`src/rtl/shift_rows_pipe.sv`:
```
// shift_rows_pipe
// Pipelined Rijndael ShiftRows / InvShiftRows stage with a valid/ready
// handshake and a two-entry output buffer (output register O plus skid
// register S), so back-pressure never drops or corrupts a state.
//
// Block width: NB = 4, 6 or 8 columns of 32 bits. Column c sits in
// in_data[32*NB-1-32c -: 32]; row r is byte [31-8r -: 8] of that column.
//
// Optional feature macro: SHIFT_ROWS_TAG_EN
//   defined   -> in_tag/out_tag ports exist; the tag rides through O and S
//                in lock-step with the data.
//   undefined -> no tag ports or tag registers; data path is unchanged.
//
// Buffer states (ov,sv):
//   state | meaning
//   EMPTY | (0,0) nothing buffered, in_ready high
//   ONE   | (1,0) O holds the head item, S free
//   FULL  | (1,1) O and S both hold items, in_ready low
//   (0,1) is never entered: S only fills while O is occupied, and S moves
//   into O before O is allowed to go empty.

module shift_rows_pipe #(
    parameter int NB    = 4,
    parameter int TAG_W = 4
) (
    input  logic                clk,
    input  logic                rst,
    input  logic                in_valid,
    output logic                in_ready,
    input  logic [32*NB-1:0]    in_data,
    input  logic                in_inv,
`ifdef SHIFT_ROWS_TAG_EN
    input  logic [TAG_W-1:0]    in_tag,
    output logic [TAG_W-1:0]    out_tag,
`endif
    output logic                out_valid,
    input  logic                out_ready,
    output logic [32*NB-1:0]    out_data,
    output logic [1:0]          occ
);

    localparam int W = 32 * NB;

    // Reject illegal geometries at elaboration time.
    generate
        if (NB != 4 && NB != 6 && NB != 8) begin : g_bad_nb
            $error("shift_rows_pipe: NB must be 4, 6 or 8");
        end
        if (TAG_W < 1) begin : g_bad_tag_w
            $error("shift_rows_pipe: TAG_W must be at least 1");
        end
    endgenerate

    // ------------------------------------------------------------------
    // Permutation: pure wiring, both directions built, one selected.
    // ------------------------------------------------------------------
    logic [W-1:0] w_fwd;
    logic [W-1:0] w_inv;
    logic [W-1:0] w_perm;

    generate
        for (genvar c = 0; c < NB; c++) begin : g_col
            for (genvar r = 0; r < 4; r++) begin : g_row
                // Row offsets: (0,1,2,3) for NB 4/6, (0,1,3,4) for NB 8.
                localparam int OFF   = (r == 0) ? 0 :
                                       (r == 1) ? 1 :
                                       (r == 2) ? ((NB == 8) ? 3 : 2) :
                                                  ((NB == 8) ? 4 : 3);
                localparam int SRC_F = (c + OFF) % NB;
                localparam int SRC_I = (c - OFF + NB) % NB;
                localparam int DST_H = W - 1 - 32 * c - 8 * r;
                localparam int SF_H  = W - 1 - 32 * SRC_F - 8 * r;
                localparam int SI_H  = W - 1 - 32 * SRC_I - 8 * r;

                assign w_fwd[DST_H -: 8] = in_data[SF_H -: 8];
                assign w_inv[DST_H -: 8] = in_data[SI_H -: 8];
            end
        end
    endgenerate

    assign w_perm = in_inv ? w_inv : w_fwd;

    // ------------------------------------------------------------------
    // Buffer control
    // ------------------------------------------------------------------
    logic         r_ov;
    logic         r_sv;
    logic         r_in_ready;
    logic [W-1:0] r_o_data;
    logic [W-1:0] r_s_data;

    logic         w_accept;
    logic         w_drain;
    logic         w_ov_nxt;
    logic         w_sv_nxt;
    logic         w_o_from_s;
    logic         w_o_from_in;
    logic         w_s_from_in;

    // Next-state and load-enable decode, in priority order.
    always_comb begin
        w_accept    = in_valid & r_in_ready;
        w_drain     = r_ov & out_ready;
        w_ov_nxt    = r_ov;
        w_sv_nxt    = r_sv;
        w_o_from_s  = 1'b0;
        w_o_from_in = 1'b0;
        w_s_from_in = 1'b0;

        if (w_drain && r_sv) begin
            // Skid item advances to the head; a new item, if any, backfills S.
            w_o_from_s  = 1'b1;
            w_ov_nxt    = 1'b1;
            w_sv_nxt    = w_accept;
            w_s_from_in = w_accept;
        end else if (w_accept && (!r_ov || w_drain) && !r_sv) begin
            // Head is free (or leaving this edge): new item goes straight to O.
            w_o_from_in = 1'b1;
            w_ov_nxt    = 1'b1;
        end else if (w_accept && r_ov && !w_drain) begin
            // Head is stalled: park the new item in S.
            w_s_from_in = 1'b1;
            w_sv_nxt    = 1'b1;
        end else if (w_drain) begin
            w_ov_nxt = 1'b0;
        end
    end

    // Valid bits and registered in_ready (kept equal to !sv).
    always_ff @(posedge clk) begin
        if (rst) begin
            r_ov       <= 1'b0;
            r_sv       <= 1'b0;
            r_in_ready <= 1'b1;
        end else begin
            r_ov       <= w_ov_nxt;
            r_sv       <= w_sv_nxt;
            r_in_ready <= ~w_sv_nxt;
        end
    end

    // Data registers; O holds steady unless a load is decoded.
    always_ff @(posedge clk) begin
        if (rst) begin
            r_o_data <= '0;
            r_s_data <= '0;
        end else begin
            if (w_o_from_s) begin
                r_o_data <= r_s_data;
            end else if (w_o_from_in) begin
                r_o_data <= w_perm;
            end
            if (w_s_from_in) begin
                r_s_data <= w_perm;
            end
        end
    end

`ifdef SHIFT_ROWS_TAG_EN
    logic [TAG_W-1:0] r_o_tag;
    logic [TAG_W-1:0] r_s_tag;

    // Tag registers follow exactly the same load enables as the data.
    always_ff @(posedge clk) begin
        if (rst) begin
            r_o_tag <= '0;
            r_s_tag <= '0;
        end else begin
            if (w_o_from_s) begin
                r_o_tag <= r_s_tag;
            end else if (w_o_from_in) begin
                r_o_tag <= in_tag;
            end
            if (w_s_from_in) begin
                r_s_tag <= in_tag;
            end
        end
    end

    assign out_tag = r_o_tag;
`endif

    assign in_ready  = r_in_ready;
    assign out_valid = r_ov;
    assign out_data  = r_o_data;
    assign occ       = {1'b0, r_ov} + {1'b0, r_sv};

endmodule

```
`config.mk`:
```
export PLATFORM = sky130hd
export DESIGN_NAME = shift_rows_pipe
export DESIGN_NICKNAME = d
export VERILOG_FILES = /design/src/rtl/shift_rows_pipe.sv
export SDC_FILE = /design/constraint.sdc
export NUM_CORES = 1
export LEC_CHECK = 0
export BUFFER_PORTS_ARGS = -buffer_cell sky130_fd_sc_hd__buf_2
export CORE_ASPECT_RATIO = 0.75
export CORE_MARGIN = 3
export CORE_UTILIZATION = 40
export CTS_CLUSTER_SIZE = 14
export DETAILED_ROUTE_END_ITERATION = 8
export SYNTH_ARGS = -nofsm -noshare
export SYNTH_HDL_FRONTEND = slang
export SYNTH_SLANG_ARGS = --single-unit
```
`constraint.sdc`:
```
create_clock -name clk -period 1.9 [get_ports clk]
set_input_delay 0.38 -clock clk [delete_from_list [all_inputs] [get_ports clk]]
set_output_delay 0.38 -clock clk [all_outputs]
set_load 0.02 [all_outputs]
```
==> results.ini <==
[timing]
fmax_ghz = 0.547
layout_setup_ws_ns = 0.0721
finalCriticalPeriod_ns = 1.83
finClkSkew_ns = 0.0131
finalCritPeriodShare = 0.962
max_slew_margin = 0.423
slew_viol_final = 0
rsz0062_at_grt = no
max_slew.worst_pin.slew_ns = 0.866
finalSetupTns_ns = 0
setup_viol = 0
hold_viol = 0

[setup_path]
cp_slowest_cell = dfxtp_4
max_stage_delay_ns = 0.49
critical_path.cell_chain = ha_1, buf_2
critPathLaunchType = flop
path_class = flop to primary output
cp.arrival_ns = 1.45
path_max_fanout = 15
crit_required_ns = 1.52
endpoint_kind = primary output

[status]
status = complete, no violations

[place]
port_buffers = 264
postPlaceCellArea_um2 = 14000
place.gp.congestion = 0.790
post-place-ws_ns = 0.0937
place_hpwl_um = 24800

[power_and_ir_drop]
power-per-cell-area_nw_per_um2 = 943
max-vdd-ir-drop_v = 0.000352
seqPwrFrac = 0.425
leakage_nw = 5.81
p_switching_mw = 4.16
internal-power_mw = 9.92
swShare = 0.296
p_comb_frac = 0.192
clkPwrFrac = 0.383

[route]
route.detailed.wl_per_inst_um = 21.7
drcViolationCount = 0
routed_via_density = 6.18
via_count = 11737
dr.pass1.iters = 8
wl_um = 41200
ant_nets = 0
drt_iter0_drc = 911

[layout]
area_growth_pct = 20.4
final_nets = 1613
fin_area_um2 = 14900
drive_gt1_frac = 0.288
num-fill-cells = 2868
post-route-util = 0.492

[global_route]
grt_overflow_total = 0
track_usage = 0.231
use_met1 = 0.347
grt_pass1_wl_um = 63500
busiest_layer = met2
grt_max_degree = 163
grtUsageMet2 = 0.355
use_met3 = 0.0337
grt_pass1_vias = 11028
antenna_found_initial = 2

[synthesis]
netlist_instances = 1319
seq_area_frac_synth = 0.418
ys_ff_latch = 259
synthesis.nets = 1453
syn-cell-area_um2 = 12400
yosysUniqueCellTypes = 41
yosysTopAreaCell = dfxtp_1
ys_top_cells_by_area = dfxtp_1, o31ai_1, o221ai_2, a21oi_1, and4b_1
yosysWarnings = 0
synth_top_area_frac = 0.418
syn_area_per_cell_um2 = 9.40

[floorplanning]
die_area_um2 = 33200
ios = 265
initial_core_util = 0.409
rows = 55
dieHeight_um = 158
design.core.area_um2 = 30300
die_w_um = 209

[clock_tree]
clock-root-buffer = clkbuf_16
tritoncts = done
numCtsBuffers = 27
clkLatencyLatePin_ns = 0.53
clock_sinks = 259
cts.path.max_buffers = 3
cts_hold_buf = 0
clk_pin_slew_ns = 0.06
cts_max_level = 1

[min_path]
hp-class = input port to flop

[run]
drv_cap = 0

-- Yosys cell counts (all sizes together) --
master  count
nor3       12
o31ai     129
and2        2
clkinv      1
and2b       1
mux2i      54
nor2b       2
buf        86
clkbuf     96
a31oi      65
a211oi     64
nand4      75
nand2b      2
nand2      56
mux2       10
a22oi      55
nor4       10
o221ai     64
and4b      55
and3        1
dfxtp     259
ha          1
a41oi      10
a21oi     119
a21boi      1
nand3      21
nor2       11
o22ai       1
inv        56
-- registers in the layout (all words and copies together) (netlist names), named ones only --
register and count:
out_data 128, r_s_data 128, in_ready 1, out_valid 1
-- power groups by stage --
stage | Clock [mW] | Sequential, mW | Combinational [mW]
2_1_floorplan | 0 | 6.33 | 1.49
4_1_cts | 5.49 | 5.99 | 2.70
3_5_place_dp | 0 | 6.10 | 2.69
6_report | 5.39 | 5.99 | 2.70
3_3_place_gp | 0 | 6.10 | 2.67
5_1_grt | 5.71 | 6.03 | 2.90
-- cell families (layout without fill, tap and decap cells) --
kind of cell	after synthesis	count (layout)	synth area share
and+or+nand+nor	248	248	0.128
DFF	259	259	0.418
muxes	64	64	0.0527
adders and majority gates	1	1	0.00101
AOI/OAI and AO/OA	508	508	0.312
buffers and inverters	239	418	0.0886
other	0	2	0
-- critical path, delay by kind of cell, from the launching register on --
kind / cells / cell delay, ns
adder cells (fa/ha/maj): 1 / 0.27
flip-flops: 1 / 0.49
buffers and inverters: 1 / 0.16
-- path summary, 6_finish.rpt --
| path | cells after the start | to | start | slack [ns] |
|---|---|---|---|---|
| setup / recovery | 2 | occ[0] | flop | 0.07 |
| hold reg to reg | 2 | out_data[66] | r_s_data[66] | 0.46 |
| hold / removal | 3 | r_s_data[13] | in_data[77] | 0.13 |
| setup reg to reg | 4 | out_data[106] | in_ready | 0.20 |
-- routing by layer --
metal | vias to the layer above | routed length (um)
li1 | 5481 | -
met1 | 5729 | 19200
met2 | 474 | 18500
met3 | 51 | 2820
met4 | 2 | 677
met5 | - | 13
-- metrics by stage --
| step | hold WS, ns | power, mW | std cells |
|---|---|---|---|
| 2_1_floorplan | 0.433 | 7.82 | 1319 |
| 3_3_place_gp | 0.440 | 8.76 | 1849 |
| 3_5_place_dp | 0.447 | 8.79 | 1849 |
| 4_1_cts | 0.115 | 14.2 | 1897 |
| 5_1_grt | 0.122 | 14.6 | 1898 |
| 6_report | 0.129 | 14.1 | 1899 |
-- repair_timing --
item                       CTS  global route
setup buffers                2             0
setup endpoints to repair    2             0
gates resized for setup      1             0
-- cells in the final DEF, fill, tap and decap left out, types with 7 or more instances in the layout --
cell type,instances
buf_2,262
dfxtp_1,256
o31ai_1,128
a21oi_1,118
nand4_1,74
a31oi_1,65
a211oi_1,64
a22oi_1,55
inv_1,55
nand2_1,55
and4b_1,54
mux2i_1,54
o221ai_2,50
clkbuf_16,28
buf_4,28
nand3_1,21
buf_12,21
o221ai_1,14
nor2_1,11
mux2_2,10
nor4_1,10
nor3_1,10
a41oi_1,10
clkbuf_8,10
clkbuf_1,7
-- area by class of cell --
cell class | count | area (um^2) | area share
Inverter | 57 | 214 | 0.0143
Timing Repair Buffer | 313 | 1960 | 0.132
Clock buffer | 45 | 865 | 0.0579
Clock inverter | 3 | 40.0 | 0.00268
Multi-Input combinational cell | 821 | 6150 | 0.412
Antenna cell | 2 | 5.00 | 0.000335
Tap cell | 399 | 499 | 0.0334
Sequential cell | 259 | 5190 | 0.348
Note: power is estimated with default switching activity, not from simulation.
